**src/rtl/game_pkg.sv**
```systemverilog
// Shared constants, FSM encoding and wrap helpers for the game select controller.
// Optional auto-repeat is enabled by defining GAME_AUTOREPEAT_EN.
package game_pkg;

    localparam int SLOTS         = 10;
    localparam int MAX_DIGIT     = 9;
    localparam int REPEAT_FRAMES = 8;
    localparam int DIGIT_W       = 4;

    localparam logic [3:0] NO_SEL = 4'hF;

    typedef enum logic [1:0] {
        BROWSE = 2'd0,
        EDIT   = 2'd1,
        WRITE  = 2'd2
    } state_t;

    // Increment with wrap at an explicit maximum (not natural 4-bit overflow).
    function automatic logic [3:0] wrap_inc(input logic [3:0] v, input logic [3:0] max);
        return (v == max) ? 4'd0 : v + 4'd1;
    endfunction

    // Decrement with wrap from zero to an explicit maximum.
    function automatic logic [3:0] wrap_dec(input logic [3:0] v, input logic [3:0] max);
        return (v == 4'd0) ? max : v - 4'd1;
    endfunction

endpackage

```
**src/rtl/btn_edge.sv**
```systemverilog
// Per-button sync register and rising-edge detector.
// With GAME_AUTOREPEAT_EN defined, a held button also emits one synthetic
// event every REPEAT_FRAMES frame strobes while i_rep_en is high.
module btn_edge
    import game_pkg::*;
(
    input  logic i_clk,
    input  logic i_rst,
`ifdef GAME_AUTOREPEAT_EN
    input  logic i_frame_start,
    input  logic i_rep_en,
`endif
    input  logic i_btn,
    output logic o_event
);

    logic r_cur;
    logic r_prev;
    logic w_edge;

    // Sample the button level once and keep the previous sample for edge detect.
    always_ff @(posedge i_clk) begin
        if (i_rst) begin
            r_cur  <= 1'b0;
            r_prev <= 1'b0;
        end else begin
            r_cur  <= i_btn;
            r_prev <= r_cur;
        end
    end

    assign w_edge = r_cur & ~r_prev;

`ifdef GAME_AUTOREPEAT_EN
    localparam int CNT_W = $clog2(REPEAT_FRAMES + 1);

    logic [CNT_W-1:0] r_cnt;
    logic             w_rep;

    assign w_rep = i_frame_start && i_rep_en && r_cur &&
                   (r_cnt == CNT_W'(REPEAT_FRAMES - 1));

    // Count frames while held; restart on release, on leaving the enabling state, or after a repeat.
    always_ff @(posedge i_clk) begin
        if (i_rst || !r_cur || !i_rep_en) begin
            r_cnt <= '0;
        end else if (i_frame_start) begin
            if (w_rep) begin
                r_cnt <= '0;
            end else begin
                r_cnt <= r_cnt + CNT_W'(1);
            end
        end
    end

    assign o_event = w_edge | w_rep;
`else
    assign o_event = w_edge;
`endif

endmodule

```
**src/rtl/game_select_ctrl.sv**
```systemverilog
// Game-logic stage: button events drive cursor moves and digit edits on a
// working copy of the board; display outputs copy the working state only on
// frame_start so the renderer never sees a mid-frame change.
// Optional auto-repeat of up/down in EDIT: define GAME_AUTOREPEAT_EN.
module game_select_ctrl
    import game_pkg::*;
(
    input  logic                       vga_clk,
    input  logic                       vga_rst,
    input  logic                       frame_start,
    input  logic                       btn_left,
    input  logic                       btn_right,
    input  logic                       btn_up,
    input  logic                       btn_down,
    input  logic                       btn_ok,
    input  logic                       btn_cancel,
    input  logic                       clear,
    output logic [SLOTS*DIGIT_W-1:0]   status,
    output logic [DIGIT_W-1:0]         predict,
    output logic                       selecting,
    output logic [3:0]                 cur_select,
    output logic [3:0]                 selected
);

    logic [SLOTS*DIGIT_W-1:0] w_status;
    logic [DIGIT_W-1:0]       w_predict;
    logic [3:0]               w_cur;
    logic [3:0]               w_sel;
    state_t                   w_state;

    logic w_ev_left, w_ev_right, w_ev_up, w_ev_down, w_ev_ok, w_ev_cancel;
    logic w_ud, w_lr;

    btn_edge u_left (
        .i_clk(vga_clk), .i_rst(vga_rst),
`ifdef GAME_AUTOREPEAT_EN
        .i_frame_start(frame_start), .i_rep_en(1'b0),
`endif
        .i_btn(btn_left), .o_event(w_ev_left)
    );

    btn_edge u_right (
        .i_clk(vga_clk), .i_rst(vga_rst),
`ifdef GAME_AUTOREPEAT_EN
        .i_frame_start(frame_start), .i_rep_en(1'b0),
`endif
        .i_btn(btn_right), .o_event(w_ev_right)
    );

    btn_edge u_up (
        .i_clk(vga_clk), .i_rst(vga_rst),
`ifdef GAME_AUTOREPEAT_EN
        .i_frame_start(frame_start), .i_rep_en(w_state == EDIT),
`endif
        .i_btn(btn_up), .o_event(w_ev_up)
    );

    btn_edge u_down (
        .i_clk(vga_clk), .i_rst(vga_rst),
`ifdef GAME_AUTOREPEAT_EN
        .i_frame_start(frame_start), .i_rep_en(w_state == EDIT),
`endif
        .i_btn(btn_down), .o_event(w_ev_down)
    );

    btn_edge u_ok (
        .i_clk(vga_clk), .i_rst(vga_rst),
`ifdef GAME_AUTOREPEAT_EN
        .i_frame_start(frame_start), .i_rep_en(1'b0),
`endif
        .i_btn(btn_ok), .o_event(w_ev_ok)
    );

    btn_edge u_cancel (
        .i_clk(vga_clk), .i_rst(vga_rst),
`ifdef GAME_AUTOREPEAT_EN
        .i_frame_start(frame_start), .i_rep_en(1'b0),
`endif
        .i_btn(btn_cancel), .o_event(w_ev_cancel)
    );

    // Opposing edges in the same cycle cancel out.
    assign w_ud = w_ev_up ^ w_ev_down;
    assign w_lr = w_ev_left ^ w_ev_right;

    // FSM over the working registers plus frame-synchronous commit to the outputs.
    // The commit reads the pre-update working values, so an update landing on a
    // strobe cycle only becomes visible at the following strobe.
    always_ff @(posedge vga_clk) begin
        if (vga_rst) begin
            w_status   <= '0;
            w_predict  <= '0;
            w_cur      <= '0;
            w_sel      <= NO_SEL;
            w_state    <= BROWSE;
            status     <= '0;
            predict    <= '0;
            selecting  <= 1'b0;
            cur_select <= '0;
            selected   <= NO_SEL;
        end else begin
            if (frame_start) begin
                status     <= w_status;
                predict    <= w_predict;
                selecting  <= (w_state == EDIT);
                cur_select <= w_cur;
                selected   <= w_sel;
            end

            if (clear) begin
                w_status  <= '0;
                w_sel     <= NO_SEL;
                w_predict <= '0;
                w_state   <= BROWSE;
            end else begin
                unique case (w_state)
                    BROWSE: begin
                        if (w_ev_cancel) begin
                            // ignored in BROWSE, but still consumes this cycle
                        end else if (w_ev_ok) begin
                            w_predict <= w_status[w_cur*DIGIT_W +: DIGIT_W];
                            w_state   <= EDIT;
                        end else if (w_ud) begin
                            // ignored in BROWSE
                        end else if (w_lr) begin
                            w_cur <= w_ev_right ? wrap_inc(w_cur, 4'(SLOTS - 1))
                                                : wrap_dec(w_cur, 4'(SLOTS - 1));
                        end
                    end
                    EDIT: begin
                        if (w_ev_cancel) begin
                            w_state <= BROWSE;
                        end else if (w_ev_ok) begin
                            w_state <= WRITE;
                        end else if (w_ud) begin
                            w_predict <= w_ev_up ? wrap_inc(w_predict, 4'(MAX_DIGIT))
                                                 : wrap_dec(w_predict, 4'(MAX_DIGIT));
                        end
                    end
                    WRITE: begin
                        w_status[w_cur*DIGIT_W +: DIGIT_W] <= w_predict;
                        w_sel   <= w_cur;
                        w_state <= BROWSE;
                    end
                    default: w_state <= BROWSE;
                endcase
            end
        end
    end

endmodule

```
**config.mk**
```make
export PLATFORM = sky130hd
export DESIGN_NAME = game_select_ctrl
export DESIGN_NICKNAME = d
export VERILOG_FILES = /design/src/rtl/game_pkg.sv /design/src/rtl/btn_edge.sv /design/src/rtl/game_select_ctrl.sv
export SDC_FILE = /design/constraint.sdc
export NUM_CORES = 1
export LEC_CHECK = 0
export ABC_AREA = 0
export BUFFER_PORTS_ARGS = -buffer_cell sky130_fd_sc_hd__buf_4
export CAP_MARGIN = 25
export CORE_ASPECT_RATIO = 1.2
export CORE_MARGIN = 5
export CORE_UTILIZATION = 55
export DETAILED_ROUTE_END_ITERATION = 10
export GPL_ROUTABILITY_DRIVEN = 0
export PLACE_DENSITY = 0.76
export SKIP_CTS_REPAIR_TIMING = 1
export SLEW_MARGIN = 20
export SYNTH_ARGS = -nofsm -noshare
export SYNTH_HDL_FRONTEND = slang
export SYNTH_HIERARCHICAL = 1
export SYNTH_SLANG_ARGS = --single-unit
```
**constraint.sdc**
```tcl
create_clock -name vga_clk -period 3.5 [get_ports vga_clk]
set_input_delay 0.35 -clock vga_clk [delete_from_list [all_inputs] [get_ports vga_clk]]
set_output_delay 0.35 -clock vga_clk [all_outputs]
set_load 0.02 [all_outputs]
```
==> run_results.csv <==
group,metric,value,unit
cells_and_area,diodes,0,
yosys,synth_area_per_cell,9.60,um^2
drt,top_layer,"met4",
yosys,syn_nets,557,
yosys,synth_top_family_by_area,"simple AND/OR/NAND/NOR gates",
pwr,leakage,2.56,nW
worst_setup_path,cp.arrival,3110,ps
yosys,synthFlopType,"dfxtp_1",
placed_design,hpwl,8590,um
yosys,ys_seq_elements,119,
drt,wl_met2,6090,um
floorplanning,core-area,9370,um^2
cells_and_area,final_common_cell,"dfxtp_1",
yosys,synthSimpleGateAreaFrac,0.203,
floorplanning,die_w,98.8,um
global_routing,grt_pass1_wl,20800,um
timing,whs,163,ps
clock_tree,clock_latency,400,ps
cells_and_area,fill_cells,782,
drt,m1WireLength,5230,um
outcome,status,"finished, final reports clean",
drt,drt_iter0_drc,363,
worst_setup_path,crit_type,"flip-flop to flip-flop",
drt,drc_errors,0,
clock_tree,htree_levels,4,
yosys,synth_fa_ha_area_frac,0.0120,
drt,drt-wirelength-per-cell,17.6,um
drt,ant_nets,0,
floorplanning,num_io_pins,63,
floorplanning,start_util,0.555,
global_routing,overflow,0,
worst_setup_path,max_stage_delay,630,ps
worst_setup_path,path_cells,"inv_1 > ha_1 > xnor2_1 > nand4_1 > nor2_1 > a22oi_1 > nor2_1",
timing,max_freq,360,MHz
cells_and_area,drive_gt1_frac,0.198,
timing,drv_slew,0,
yosys,yosysSeqAreaShare,0.458,
min_path,hold_path_class,"input pin to flip-flop",
yosys,synth_mux_area_frac,0.179,
drt,dr_wl_met3,744,um
yosys,synth_area,5200,um^2
worst_setup_path,r2r_setup_slack,720,ps
timing,fin_crit_sh,0.795,
run,cap_violations,0,
drt,routed_via_density,5.79,
timing,rsz0062_at_grt,"no",
global_routing,track_usage,0.230,
placed_design,port_buffers,62,
global_routing,antenna_found_initial,0,
clock_tree,clk_path_buf_depth,2,
yosys,yosys.cell_types.count,59,
worst_setup_path,timing.critical_path.max_delay_family,"simple AND/OR/NAND/NOR gates",
timing,worst_pin_slew,872,ps
timing,slew_headroom,0.419,
global_routing,grt_pass1_vias,4089,
cells_and_area,final_cell_mix,"119 x dfxtp_1, 87 x nor2_1, 75 x mux2i_1, 65 x buf_4, 27 x nand2_1",
yosys,synth-async-reset-ratio,0,
yosys,synth_xor_area_frac,0.0118,
drt,totalWireLength,12700,um
clock_tree,cts_buffers,17,
worst_setup_path,cpMostUsedCell,"nor2_1",
clock_tree,tritoncts,"built",
yosys,synth_edf_count,0,
worst_setup_path,cp_max_fo,12,
worst_setup_path,cp_num_buf_inv,1,
timing,finalSetupTns,0,ps
floorplanning,rows,39,
global_routing,grt_max_degree,72,
timing,report.final.setup_viol,0,
timing,skew,8.82,ps
worst_setup_path,path_depth,7,
cells_and_area,nNetsFinal,603,
clock_tree,cts.clk_slew.worst_paths,50,ps
timing,final_hold_viol_count,0,
floorplanning,die_y,117,um
cells_and_area,area_growth,19.2,%
worst_setup_path,required,3830,ps
worst_setup_path,crit_path_end_kind,"flip-flop",
pwr,p_per_area,507,nW/um^2
worst_setup_path,cp_slowest_cell,"dfxtp_1",
worst_setup_path,rr_worst_depth,7,
clock_tree,cts_root_buf,"clkbuf_16",
yosys,ys.warnings.count,6,
worst_setup_path,start_kind,"flip-flop",
yosys,synthCells,542,
yosys,synth_compound_area_frac,0.0976,
floorplanning,dieArea,11500,um^2
drt,first_pass_iters,5,
timing,period_needed,2780,ps
min_path,hold_depth,2,
drt,vias,4171,
clock_tree,clock-sinks,119,
pwr,vdd_drop_max,0.382,mV
==> cells in the mapped netlist, drive strengths merged (2+ instances only) <==
cell type,count,share of area
nand4,8,0.0096
o221ai,3,0.0051
a31oi,2,0.0024
nor2,87,0.063
a21oi,25,0.025
nand3,19,0.018
a22oi,8,0.012
o21ai,11,0.011
a221oi,2,0.0034
xnor2,3,0.0051
and2,6,0.0072
buf,16,0.017
a311oi,2,0.0034
nor3,8,0.015
o22ai,2,0.0024
and3,7,0.0084
nand2b,6,0.0087
a211o,5,0.0084
mux4,8,0.035
nor2b,28,0.037
ha,5,0.012
nand2,28,0.021
clkbuf,22,0.016
inv,8,0.0058
mux2i,75,0.14
o211ai,4,0.0058
dfxtp,119,0.46
xor2,4,0.0067
nand3b,3,0.0050
==> per-stage QoR <==
stage | util | setup slack, ps | power (mW) | instances | cell area, um^2
floorplan | - | 1140 | 1.56 | 542 | 5200
global placement | 0.606 | 931 | 1.60 | 692 | 5680
detailed placement | 0.606 | 833 | 1.61 | 692 | 5680
CTS | 0.662 | 796 | 3.16 | 720 | 6200
global route | 0.662 | 582 | 3.26 | 720 | 6200
finish | 0.662 | 719 | 3.14 | 720 | 6200
==> worst paths after layout <==
check                                                from                         end
worst max-delay path                w_cur[0]$_SDFFE_PP0P_   w_status[36]$_SDFFE_PP0P_
worst min-delay path                             btn_down     u_down/r_cur$_SDFF_PP0_
worst max register to register      w_cur[0]$_SDFFE_PP0P_   w_status[36]$_SDFFE_PP0P_
worst min register to register  u_cancel/r_cur$_SDFF_PP0_  u_cancel/r_prev$_SDFF_PP0_
==> cells by family after synthesis <==
family | Yosys count
adders and majority gates | 5
muxes | 83
buffers and inverters | 46
AOI/OAI and AO/OA | 75
xor gates and xnor gates | 7
DFF | 119
and+or+nand+nor | 207
==> per-layer routing <==
layer  GRT usage  vias to the layer above
met4       0.129                        0
li1            -                     1994
met2       0.367                      163
met5           0                        -
met3      0.0633                       46
met1       0.281                     1968
==> cell type report <==
| class | count | area [um^2] | area share |
|---|---|---|---|
| inverter | 8 | 30.0 | 0.00484 |
| sequential | 119 | 2380 | 0.384 |
| clock inverter | 5 | 50.0 | 0.00807 |
| clock buffer | 23 | 478 | 0.0770 |
| tap | 123 | 154 | 0.0248 |
| multi-input combinational | 377 | 2620 | 0.423 |
| timing repair buffer | 65 | 488 | 0.0787 |
==> flip-flops by register name, summed over array words and instances (netlist names), 2 cells and up <==
| name | count |
|---|---|
| cur_select | 4 |
| predict | 4 |
| selected | 4 |
| status | 40 |
| w_cur | 4 |
| w_predict | 4 |
| w_sel | 4 |
| w_state | 2 |
| w_status | 40 |
==> power by group <==
group	total (mW)	switching, mW	internal (mW)
clock	1.56	0.552	1.01
sequential	1.39	0.0167	1.37
combinational	0.195	0.123	0.0721
Note: power is estimated with default switching activity, not from simulation.
